[config.mk]
export PLATFORM = sky130hd
export DESIGN_NAME = argmax_unit_flat
export DESIGN_NICKNAME = d
export VERILOG_FILES = /design/src/rtl/argmax_unit_if.sv /design/src/rtl/argmax_unit.sv /design/src/flat_wrapper.sv
export SDC_FILE = /design/constraint.sdc
export NUM_CORES = 1
export LEC_CHECK = 0
export BUFFER_PORTS_ARGS = -buffer_cell sky130_fd_sc_hd__buf_2
export CAP_MARGIN = 20
export CORE_ASPECT_RATIO = 0.8
export CORE_MARGIN = 5
export CORE_UTILIZATION = 29
export CTS_CLUSTER_SIZE = 16
export DETAILED_ROUTE_END_ITERATION = 10
export MAX_ROUTING_LAYER = met4
export SYNTH_ARGS = -nofsm -noshare
export SYNTH_HDL_FRONTEND = slang
export SYNTH_SLANG_ARGS = --single-unit
[constraint.sdc]
create_clock -name clk -period 3.6 [get_ports clk]
set_input_delay 0.72 -clock clk [delete_from_list [all_inputs] [get_ports clk]]
set_output_delay 0.72 -clock clk [all_outputs]
set_load 0.01 [all_outputs]
[src/rtl/argmax_unit_if.sv]
// argmax_unit_if: request, score-RAM read port and result bundle for argmax_unit.
// slave is the argmax engine; master is the requester that also owns the score RAM.
interface argmax_unit_if #(
  parameter int NUM_CLASSES = 10,
  parameter int DATA_W      = 8,
  parameter int ADDR_W      = 10
);
  localparam int IDX_W = $clog2(NUM_CLASSES);

  logic              start;
  logic [ADDR_W-1:0] base_addr;
  logic              rd_en;
  logic [ADDR_W-1:0] rd_addr;
  logic [DATA_W-1:0] rd_data;
  logic              busy;
  logic              done;
  logic [IDX_W-1:0]  category_out;
  logic [DATA_W-1:0] max_score;
  logic [IDX_W-1:0]  second_idx;
  logic [DATA_W:0]   margin;

  modport master (
    output start, base_addr, rd_data,
    input  rd_en, rd_addr, busy, done, category_out, max_score, second_idx, margin
  );

  modport slave (
    input  start, base_addr, rd_data,
    output rd_en, rd_addr, busy, done, category_out, max_score, second_idx, margin
  );
endinterface

[src/rtl/argmax_unit.sv]
// argmax_unit: streams NUM_CLASSES scores from the score RAM and reports the
// index and value of the largest one (ties keep the lower index).
// Optional feature: define ARGMAX_MARGIN_EN to add the runner-up index and the
// winner-minus-runner-up margin; without it second_idx and margin are tied to 0.
module argmax_unit #(
  parameter int NUM_CLASSES = 10,
  parameter int DATA_W      = 8,
  parameter int SIGNED      = 0,
  parameter int ADDR_W      = 10,
  parameter int RD_LATENCY  = 1
) (
  input logic          clk,
  input logic          rst,
  argmax_unit_if.slave bus
);
  localparam int IDX_W = $clog2(NUM_CLASSES);
  localparam logic [IDX_W-1:0] LAST_IDX  = IDX_W'(NUM_CLASSES - 1);
  localparam logic [IDX_W:0]   CMP_TOTAL = (IDX_W + 1)'(NUM_CLASSES);

  typedef enum logic [1:0] {IDLE, ISSUE, DRAIN, DONE} state_t;

  state_t            state, state_nxt;
  logic [ADDR_W-1:0] base_q;
  logic [IDX_W-1:0]  iss_cnt;
  logic [IDX_W:0]    cmp_cnt;
  logic              rd_vld_p [RD_LATENCY];
  logic [IDX_W-1:0]  rd_idx_p [RD_LATENCY];
  logic              cmp_vld;
  logic [IDX_W-1:0]  cmp_idx;
  logic              cmp_first;
  logic              new_gt_best;
  logic              take_best;
  logic [DATA_W-1:0] best_val;
  logic [IDX_W-1:0]  best_idx;

  // Score ordering honours the SIGNED parameter.
  function automatic logic score_gt(input logic [DATA_W-1:0] a, input logic [DATA_W-1:0] b);
    if (SIGNED != 0) return $signed(a) > $signed(b);
    else             return a > b;
  endfunction

  assign cmp_vld     = rd_vld_p[RD_LATENCY-1];
  assign cmp_idx     = rd_idx_p[RD_LATENCY-1];
  assign cmp_first   = (cmp_idx == '0);
  assign new_gt_best = score_gt(bus.rd_data, best_val);
  assign take_best   = cmp_vld && (cmp_first || new_gt_best);

  // State register.
  always_ff @(posedge clk) begin
    if (rst) state <= IDLE;
    else     state <= state_nxt;
  end

  // Next-state and read-port outputs; reads are issued straight from the counter.
  always_comb begin
    state_nxt   = state;
    bus.rd_en   = 1'b0;
    bus.rd_addr = '0;
    case (state)
      IDLE:  if (bus.start) state_nxt = ISSUE;
      ISSUE: begin
        bus.rd_en   = 1'b1;
        bus.rd_addr = base_q + ADDR_W'(iss_cnt);
        if (iss_cnt == LAST_IDX) state_nxt = DRAIN;
      end
      DRAIN: if (cmp_cnt == CMP_TOTAL) state_nxt = DONE;
      DONE:  state_nxt = IDLE;
      default: state_nxt = IDLE;
    endcase
  end

  // Control: counters, busy/done flags and the in-flight read valids.
  always_ff @(posedge clk) begin
    if (rst) begin
      iss_cnt  <= '0;
      cmp_cnt  <= '0;
      bus.busy <= 1'b0;
      bus.done <= 1'b0;
      for (int s = 0; s < RD_LATENCY; s++) rd_vld_p[s] <= 1'b0;
    end else begin
      if (state == IDLE && bus.start) begin
        iss_cnt  <= '0;
        cmp_cnt  <= '0;
        bus.busy <= 1'b1;
      end else begin
        if (state == ISSUE) iss_cnt <= iss_cnt + IDX_W'(1);
        if (cmp_vld)        cmp_cnt <= cmp_cnt + (IDX_W + 1)'(1);
        if (state == DONE)  bus.busy <= 1'b0;
      end
      bus.done    <= (state_nxt == DONE);
      rd_vld_p[0] <= (state == ISSUE);
      for (int s = 1; s < RD_LATENCY; s++) rd_vld_p[s] <= rd_vld_p[s-1];
    end
  end

  // Issue stage -> return stage: base capture and class index riding with each read.
  always_ff @(posedge clk) begin
    if (state == IDLE && bus.start) base_q <= bus.base_addr;
    rd_idx_p[0] <= iss_cnt;
    for (int s = 1; s < RD_LATENCY; s++) rd_idx_p[s] <= rd_idx_p[s-1];
  end

  // Compare stage: running best; first element loads unconditionally, later ones need a strict win.
  always_ff @(posedge clk) begin
    if (take_best) begin
      best_val <= bus.rd_data;
      best_idx <= cmp_idx;
    end
  end

`ifdef ARGMAX_MARGIN_EN
  logic              sec_vld;
  logic [DATA_W-1:0] sec_val;
  logic [IDX_W-1:0]  sec_idx;
  logic              demote;
  logic              take_sec;

  // Margin widened by one bit so best - second can never overflow.
  function automatic logic [DATA_W:0] score_diff(input logic [DATA_W-1:0] a, input logic [DATA_W-1:0] b);
    logic signed [DATA_W:0] ax;
    logic signed [DATA_W:0] bx;
    if (SIGNED != 0) begin
      ax = {a[DATA_W-1], a};
      bx = {b[DATA_W-1], b};
    end else begin
      ax = {1'b0, a};
      bx = {1'b0, b};
    end
    return $unsigned(ax - bx);
  endfunction

  assign demote   = cmp_vld && !cmp_first && new_gt_best;
  assign take_sec = cmp_vld && !cmp_first && !new_gt_best &&
                    (!sec_vld || score_gt(bus.rd_data, sec_val));

  // Runner-up validity: invalid after the first element, valid once any later one is seen.
  always_ff @(posedge clk) begin
    if (rst)                       sec_vld <= 1'b0;
    else if (cmp_vld && cmp_first) sec_vld <= 1'b0;
    else if (cmp_vld)              sec_vld <= 1'b1;
  end

  // Runner-up value: takes the displaced best, or a new score beating it (ties with best included).
  always_ff @(posedge clk) begin
    if (demote) begin
      sec_val <= best_val;
      sec_idx <= best_idx;
    end else if (take_sec) begin
      sec_val <= bus.rd_data;
      sec_idx <= cmp_idx;
    end
  end
`endif

  // Result stage: results latched as the FSM enters DONE and held until the next run.
  always_ff @(posedge clk) begin
    if (rst) begin
      bus.category_out <= '0;
      bus.max_score    <= '0;
`ifdef ARGMAX_MARGIN_EN
      bus.second_idx   <= '0;
      bus.margin       <= '0;
`endif
    end else if (state_nxt == DONE) begin
      bus.category_out <= best_idx;
      bus.max_score    <= best_val;
`ifdef ARGMAX_MARGIN_EN
      bus.second_idx   <= sec_idx;
      bus.margin       <= score_diff(best_val, sec_val);
`endif
    end
  end

`ifndef ARGMAX_MARGIN_EN
  assign bus.second_idx = '0;
  assign bus.margin     = '0;
`endif
endmodule

[src/flat_wrapper.sv]
// flat-port wrapper written by rule: the top's interface ports become plain ports
module argmax_unit_flat 
#(
  parameter int NUM_CLASSES = 10,
  parameter int DATA_W      = 8,
  parameter int SIGNED      = 0,
  parameter int ADDR_W      = 10,
  parameter int RD_LATENCY  = 1
)
  (clk, rst, bus_start, bus_base_addr, bus_rd_data, bus_rd_en, bus_rd_addr, bus_busy, bus_done, bus_category_out, bus_max_score, bus_second_idx, bus_margin);
  argmax_unit_if #(.NUM_CLASSES(NUM_CLASSES), .DATA_W(DATA_W), .ADDR_W(ADDR_W)) bus_i ();
  input logic clk;
  input logic rst;
  input wire logic [$bits(bus_i.start)-1:0] bus_start;
  input wire logic [$bits(bus_i.base_addr)-1:0] bus_base_addr;
  input wire logic [$bits(bus_i.rd_data)-1:0] bus_rd_data;
  output wire logic [$bits(bus_i.rd_en)-1:0] bus_rd_en;
  output wire logic [$bits(bus_i.rd_addr)-1:0] bus_rd_addr;
  output wire logic [$bits(bus_i.busy)-1:0] bus_busy;
  output wire logic [$bits(bus_i.done)-1:0] bus_done;
  output wire logic [$bits(bus_i.category_out)-1:0] bus_category_out;
  output wire logic [$bits(bus_i.max_score)-1:0] bus_max_score;
  output wire logic [$bits(bus_i.second_idx)-1:0] bus_second_idx;
  output wire logic [$bits(bus_i.margin)-1:0] bus_margin;
  assign bus_i.start = bus_start;
  assign bus_i.base_addr = bus_base_addr;
  assign bus_i.rd_data = bus_rd_data;
  assign bus_rd_en = bus_i.rd_en;
  assign bus_rd_addr = bus_i.rd_addr;
  assign bus_busy = bus_i.busy;
  assign bus_done = bus_i.done;
  assign bus_category_out = bus_i.category_out;
  assign bus_max_score = bus_i.max_score;
  assign bus_second_idx = bus_i.second_idx;
  assign bus_margin = bus_i.margin;
  argmax_unit #(.NUM_CLASSES(NUM_CLASSES), .DATA_W(DATA_W), .SIGNED(SIGNED), .ADDR_W(ADDR_W), .RD_LATENCY(RD_LATENCY)) u_core (.clk(clk), .rst(rst), .bus(bus_i));
endmodule
-- Word level (Yosys, flattened, before mapping)
Memory sizes are Yosys's and may differ from the RTL's.
Index checks and enable logic that the tools add are counted.
- register bits: 47
- bits in writable memories: 5
- input bits: 21
- memories: 2
- logic and storage cells: 43
- output and inout port bits: 38
- memory list (memory ; words ; width ; rd ports ; clocked after Yosys merged registers in ; wr ports ; line ; text):
    u_core.rd_idx_p ; 1 ; 4 ; 1 ; 0 ; 1 ; argmax_unit.sv:27 ; logic [IDX_W-1:0] rd_idx_p [RD_LATENCY];
    u_core.rd_vld_p ; 1 ; 1 ; 1 ; 0 ; 1 ; argmax_unit.sv:26 ; logic rd_vld_p [RD_LATENCY];
- multiplexer cells: 13
- $lt $le $gt $ge: 1
- eq/ne operators: 6
- reduce and logical (&&, ||, !) cells: 8
- add/subtract/negate cells: 3
- operator list (cell ; count):
    $add A10 B4 Y10 ; 1
    $mux W10 ; 1
    $gt A8 B8 Y1 ; 1
    $mux W1 ; 8
    $pmux W2 S4 ; 1
    $eq A2 B2 Y1 const B ; 3
    $mux W2 ; 3
    $add A5 B1 Y5 const B ; 1
    $eq A5 B4 Y1 const B ; 1
    $add A4 B1 Y4 const B ; 1
    $eq A4 B4 Y1 const B ; 1
    $logic_not A4 Y1 ; 1
    $eq A2 B1 Y1 const B ; 1
    $logic_and A1 B1 Y1 ; 2
    $logic_not A2 Y1 ; 1
    $reduce_bool A2 Y1 ; 1
    $reduce_or A2 Y1 ; 1
    $logic_or A1 B1 Y1 ; 1
    $reduce_or A1 Y1 ; 1

-- Longest topological paths before layout
Gate-level depths: netlist of run 1.
- word-level depth: 4
- mapped depth: 8

-- Worst setup path after synthesis of run 1
OpenSTA, ideal clock, no wires.
- path kind: reg2out
- start: register u_core.iss_cnt[0]
- end: output bus_rd_addr[6]
- required time: 2880 ps
- path slack: 1016 ps
- path buffers: 0
- arrival time: 1864 ps
- cell stages (with the launch flop): 8
- path through: dfxtp_1 > ha_1 > inv_1 > fa_1 > and2b_1 > o21ai_1 > a2111o_1 > o21ai_0
- cells in the longest elaborated chain, start to end: 2
- ends and longest elaborated chain (item ; line ; text):
    start: declaration ; argmax_unit.sv:24 ; logic [IDX_W-1:0] iss_cnt;
    start signal: assignment ; argmax_unit.sv:86 ; if (state == ISSUE) iss_cnt <= iss_cnt + IDX_W'(1);
    $add A10 B4 Y10 ; argmax_unit.sv:63 ; bus.rd_addr = base_q + ADDR_W'(iss_cnt);
    $mux W10 ; argmax_unit.sv:59 ; case (state)
    end: declaration ; flat_wrapper.sv:18 ; output wire logic [$bits(bus_i.rd_addr)-1:0] bus_rd_addr;
No other way between the ends.

-- Final worst setup path of run 1
- start: register u_core.iss_cnt[0]
- end: output bus_rd_addr[8]
The elaborated chain is that of the path after synthesis.

==> impl_metrics.json, run 1 <==
{
  "synthTopCellsByCount": "dfxtp_1, edfxtp_1, nor2_1",
  "grt.overflow.total": 0,
  "critPathMaxFanout": 6,
  "drv_slew": 0,
  "grt_max_degree": 19,
  "min_from": "u_core.iss_cnt[3]",
  "synthSimpleGateAreaFrac_pct": 14.4,
  "hold_buffers": 0,
  "syn_area_mm2": 0.00241,
  "synth_most_common_cell": "dfxtp_1",
  "ys.flop_type": "dfxtp_1",
  "startpoint_type": "flip-flop",
  "num_io_pins": 59,
  "synth_enable_flop_cells": 22,
  "synthXorXnorAreaFrac_pct": 2.55,
  "leakagePower_nw": 1.23,
  "drv_cap": 0,
  "dr_total_vias": 1679,
  "status": "finished, final reports clean",
  "antenna_found_initial": 0,
  "synth_top_family_by_area": "simple AND/OR/NAND/NOR gates",
  "fin_util_pct": 34.7,
  "gp_congestion": 0.776,
  "yosysTopAreaCell": "edfxtp_1",
  "antenna_cells": 0,
  "drc": 0,
  "peakVddDrop_mv": 0.179,
  "die_w_um": 112,
  "r2r_cells": 5,
  "required_ps": 2880,
  "grt_pass1_wl_um": 7800,
  "cts_buffers": 5,
  "routed_wl_um": 4720,
  "ant_nets": 0,
  "netlist.area_leader.share_pct": 27.5,
  "powerDensity_mw_per_mm2": 399,
  "drt_iter0_markers": 59,
  "reg2reg_to": "u_core.best_val[7]",
  "synthCells": 230,
  "hp-class": "reg2reg",
  "path_class": "reg2out",
  "synth_mux_area_share_pct": 2.08,
  "rsz0062_at_grt": "no",
  "worst-r2r-setup-slack_ps": 1580,
  "post-route-period-util_pct": 87.9,
  "viasPerCell": 4.37,
  "initial_core_util_pct": 30.0,
  "synthAdderAreaFrac_pct": 9.15,
  "hold_viol": 0,
  "r2r-start": "u_core.rd_idx_p[0][1]",
  "root_buffer": "clkbuf_8",
  "synth.area.top_cells": "edfxtp_1, dfxtp_1, ha_1",
  "yosysWarnings": 0,
  "post_cts_resized": 0,
  "first_pass_iters": 4,
  "wl_per_cell_um": 12.3,
  "fin_tns_setup_ps": 0,
  "nNetsFinal": 313,
  "avgSynthCellArea_um2": 10.5,
  "synth.distinct_cells": 41,
  "numPortBuffers": 45,
  "cts_setup_buffers": 0,
  "cts_tree": "yes",
  "die_h_um": 91.5,
  "core_mm2": 0.00802,
  "layout-drive-gt1-share_pct": 21.4,
  "rows": 29,
  "fmax_mhz": 316,
  "grt_pass1_vias": 1608,
  "skew_ps": 14.8,
  "holdPathEnd": "u_core.rd_idx_p[0][3]",
  "htreeDepth": 2,
  "holdPathStages": 0,
  "setup.worst_path.start": "u_core.iss_cnt[0]",
  "ys_seq_area_share_pct": 52.4,
  "area_growth_pct": 15.5,
  "setup_viol": 0,
  "synth_seq_cells": 52,
  "cts_max_path_buffers": 2,
  "max_stage_delay_ps": 460,
  "die_area_mm2": 0.0102,
  "crit_path_end_kind": "output port",
  "arrival_ps": 2450,
  "clk_pin_slew_ps": 110,
  "track_usage_pct": 9.67,
  "dpl.hpwl_um": 3590,
  "min_period_ps": 3170,
  "synth-compound-area-share_pct": 10.6,
  "cts_sinks": 52,
  "synthArstFlopShare_pct": 0,
  "crit_chain": "ha_1 -> inv_1 -> fa_1 -> and2b_1 -> o21ai_1 -> a2111o_1 -> o21ai_0 -> buf_2",
  "clk-insertion-delay-late_ps": 310,
  "slowest_stage": "dfxtp_1"
}
## critical path: cells and delay by family (launching register included)
kind | cells | cell delay, ps
compound gates | 3 | 630
fa+ha+maj | 2 | 620
flops | 1 | 460
simple gates | 1 | 230
buf+inv | 2 | 220
## area by class of cell
class / instances / area (µm²)
inverters: 16 / 60.1
clock inverters: 3 / 26.3
multi-input cells: 152 / 980
well taps: 108 / 135
flip-flops and latches: 52 / 1260
clock buffers: 5 / 68.8
repair buffers: 48 / 248
fillers: 814 / 5240
## sequential cells by signal, indices dropped and copies added (netlist names), 2 cells and up
register                 count
u_core.bus.category_out      4
u_core.bus.max_score         8
u_core.iss_cnt               4
u_core.rd_idx_p              4
u_core.base_q               10
u_core.best_idx              4
u_core.state                 2
u_core.best_val              8
u_core.cmp_cnt               5
## power breakdown
group	leakage [nW]	switching [W]	total, W	internal [W]
registers	0.450	0.0000151	0.000652	0.000637
clock network	0.0506	0.000205	0.000348	0.000144
logic	0.731	0.0000666	0.000110	0.0000432
## metal layers
metal,vias to the layer above,track usage [%],part of all wire [%]
li1,865,-,-
met1,763,12.3,48
met2,44,14.8,44
met3,7,3.06,6.4
met4,0,2.74,1.2
met5,-,-,0
## worst max path at each step
| stage | endpoint | slack, ps | depth (start not counted) |
|---|---|---|---|
| floorplan | bus_rd_addr[6] | 1020 | 7 |
| global placement | bus_rd_addr[8] | 860 | 8 |
| detailed placement | bus_rd_addr[8] | 770 | 8 |
| CTS | bus_rd_addr[8] | 410 | 8 |
| global route | bus_rd_addr[8] | 280 | 8 |
| finish | bus_rd_addr[8] | 430 | 8 |
## per-stage QoR
stage / std cells / instance area [µm²] / worst slack (ps) / hold WS [ps] / total power, W
final: 384 / 2780 / 435 / 408 / 0.00111
after CTS: 384 / 2780 / 412 / 406 / 0.00113
after floorplan: 242 / 2450 / 1020 / 379 / 0.000743
after global routing: 384 / 2780 / 278 / 415 / 0.00117
after global placement: 376 / 2680 / 855 / 410 / 0.000773
after detailed placement: 376 / 2680 / 773 / 414 / 0.000775
## cell usage in the layout, fill, tap and decap left out, types with 3 or more instances in the layout
cell      count
nand4_1       5
nor2b_1       3
mux2i_1       5
xor2_1        5
nor2_1       22
a21oi_1      16
edfxtp_1     22
nand2_1      15
o21ai_0       7
a211oi_1      5
ha_1         16
conb_1       13
o21a_1        3
dfxtp_1      30
inv_1        16
nand3_1       8
buf_4         3
nor3_1        3
buf_2        45
clkbuf_8      5
## cells by family after synthesis
group / Yosys count
compound gates: 41
xor+xnor: 7
fa+ha+maj: 17
buf+inv: 38
flops: 52
mux: 5
other cells: 1
simple gates: 69
Power figures use the tool's default switching activity.
==> run 2: changes to the inputs <==
ABC_AREA = 1   (was unset)
==> run 2 against run 1 <==
Sequential cell count unchanged. Global-route usage down 0.39 points. Via count up 7.9%. Maximum frequency up 9.2%. Critical path depth up 1. Non-clock buffer count down 2. Critical endpoint unchanged. Highest routed layer unchanged.
==> impl_metrics.json, run 2 <==
{
  "status": "finished, final reports clean",
  "hold_viol": 0,
  "die_h_um": 92.5,
  "skew_ps": 2.94,
  "cts_sinks": 52,
  "antenna_cells": 0,
  "routed_wl_um": 4730,
  "syn_area_mm2": 0.00246,
  "cts_buffers": 5,
  "avgSynthCellArea_um2": 8.87,
  "synthCells": 278,
  "dpl.hpwl_um": 3540,
  "post_cts_resized": 0,
  "die_w_um": 113,
  "ant_nets": 0,
  "crit_chain": "ha_1 -> inv_1 -> fa_1 -> nand3b_1 -> nand2_1 -> nand3_1 -> o21ai_0 -> a21oi_1 -> buf_2",
  "root_buffer": "clkbuf_8",
  "r2r-start": "u_core.best_val[7]",
  "htreeDepth": 2,
  "hp-class": "reg2reg",
  "min_period_ps": 2900,
  "numPortBuffers": 45,
  "final_cell_mix": "nand2_1, buf_2, inv_1",
  "grt.overflow.total": 0,
  "initial_core_util_pct": 29.4,
  "critPathMaxFanout": 6,
  "synthTopCellsByCount": "nand2_1, inv_1, dfxtp_1, nor2_1, a21oi_1",
  "drc": 0,
  "largest_reg_flops": 10,
  "fin_ws_ps": 701,
  "holdPathStages": 0,
  "arrival_ps": 2180,
  "gp_congestion": 0.822,
  "synth_seq_cells": 52,
  "reg2reg_to": "u_core.best_val[6]",
  "synth.distinct_cells": 31,
  "synthArstFlopShare_pct": 0,
  "core_mm2": 0.00837,
  "nNetsFinal": 362,
  "fmax_mhz": 345,
  "fin_tns_setup_ps": 0,
  "area_growth_pct": 14.6,
  "cts_max_path_buffers": 2,
  "synth_enable_flop_cells": 22,
  "grt_pass1_wl_um": 7540,
  "first_pass_iters": 4,
  "clk_pin_slew_ps": 90,
  "cts_tree": "yes",
  "r2r_cells": 9,
  "pre_cts_ws_ps": 1030,
  "ys_seq_area_share_pct": 51.2,
  "viasPerCell": 4.14,
  "antenna_found_initial": 0,
  "drv_cap": 0,
  "synth_most_common_cell": "nand2_1",
  "total_power_w": 0.00109,
  "drt_iter0_markers": 140,
  "yosysTopAreaCell": "edfxtp_1",
  "min_from": "u_core.iss_cnt[1]",
  "layout-drive-gt1-share_pct": 18.5,
  "netlist.area_leader.share_pct": 26.8,
  "layout_commonest_cell": "nand2_1",
  "registers.top_by_ff_count": "u_core.base_q",
  "fin_util_pct": 33.8,
  "startpoint_type": "flip-flop",
  "wl_per_cell_um": 10.8,
  "rsz0062_at_grt": "no",
  "grt_pass1_vias": 1610,
  "reg.largest.list": "u_core.base_q: 10 flops, u_core.best_val: 8 flops, u_core.bus.max_score: 8 flops",
  "synth.area.top_cells": "edfxtp_1, dfxtp_1, nand2_1",
  "track_usage_pct": 9.28,
  "slowest_stage": "dfxtp_1",
  "post-route-period-util_pct": 80.5,
  "setup_viol": 0,
  "path_class": "reg2out",
  "grt_max_degree": 19,
  "clk-insertion-delay-late_ps": 300,
  "holdPathEnd": "u_core.rd_idx_p[0][1]",
  "max_stage_delay_ps": 450,
  "yosysWarnings": 0,
  "hold_buffers": 0,
  "cts_setup_buffers": 0,
  "dr_total_vias": 1811,
  "required_ps": 2880,
  "drv_slew": 0,
  "crit_path_end_kind": "output port",
  "powerDensity_mw_per_mm2": 385,
  "leakagePower_nw": 1.30,
  "num_io_pins": 59,
  "rows": 30,
  "ys.flop_type": "dfxtp_1",
  "worst-r2r-setup-slack_ps": 1840,
  "die_area_mm2": 0.0105,
  "peakVddDrop_mv": 0.127
}
## run 2: changes by cell type after synthesis, moves of 4 or more
cell,previous run,this run
a21oi_1,16,27
nand4_1,5,1
nor2_1,22,29
mux2i_1,5,0
nand2_1,15,59
inv_1,16,35
xor2_1,5,1
a211oi_1,5,0
## run 2: report_power, final
group | total, W | switching [W] | internal, W | leakage, nW
logic | 0.000103 | 0.0000657 | 0.0000368 | 0.804
registers | 0.000646 | 0.0000114 | 0.000634 | 0.450
clock network | 0.000340 | 0.000183 | 0.000157 | 0.0455
## run 2: worst max-delay path by stage
stage / from / to / slack, ps / cells past startpoint
2_1_floorplan: bus_rd_data[7] / u_core.best_idx[0] / 1260 / 7
3_3_place_gp: u_core.iss_cnt[0] / bus_rd_addr[8] / 1080 / 9
3_5_place_dp: u_core.iss_cnt[0] / bus_rd_addr[8] / 1030 / 9
4_1_cts: u_core.iss_cnt[0] / bus_rd_addr[8] / 680 / 9
5_1_grt: u_core.iss_cnt[0] / bus_rd_addr[8] / 520 / 9
6_report: u_core.iss_cnt[0] / bus_rd_addr[8] / 700 / 9
## run 2: area by class of cell
type,instances,area (µm²)
inverters,38,143
repair buffers,46,233
fillers,863,5550
flip-flops and latches,52,1260
multi-input cells,181,958
well taps,112,140
clock buffers,8,90.1
## run 2: through the flow
step / cell area [µm²] / hold WS (ps) / cells
6_report: 2830 / 414 / 437
5_1_grt: 2830 / 437 / 437
3_3_place_gp: 2740 / 397 / 429
4_1_cts: 2830 / 416 / 437
3_5_place_dp: 2740 / 400 / 429
2_1_floorplan: 2510 / 379 / 290
## run 2: cell families (layout without fill, tap and decap cells)
kind of cell               Yosys count  count (layout)  share of synthesized area (%)
other                                1              13                          0.152
xor gates and xnor gates             2               2                          0.711
and+or+nand+nor                    108             108                           18.5
buffers and inverters               57              92                           11.8
adders and majority gates           17              17                           8.93
DFF                                 52              52                           51.2
AOI/OAI and AO/OA                   41              41                           8.78
## run 2: critical path, delay by kind of cell (launching register included)
| family | cells | cell delay [ps] |
|---|---|---|
| adder cells (fa/ha/maj) | 2 | 620 |
| flip-flops | 1 | 450 |
| AND/OR/NAND/NOR | 3 | 400 |
| AO/OA/AOI/OAI | 2 | 210 |
| buffers and inverters | 2 | 200 |
## run 2: layer usage
| metal | vias up | track usage [%] | part of all wire [%] | wire length [µm] |
|---|---|---|---|---|
| li1 | 955 | - | - | - |
| met1 | 808 | 12.8 | 53 | 2510 |
| met2 | 40 | 13.1 | 41 | 1940 |
| met3 | 8 | 2.16 | 3.8 | 181 |
| met4 | 0 | 3.80 | 2.0 | 94 |
| met5 | - | - | 0 | 0 |
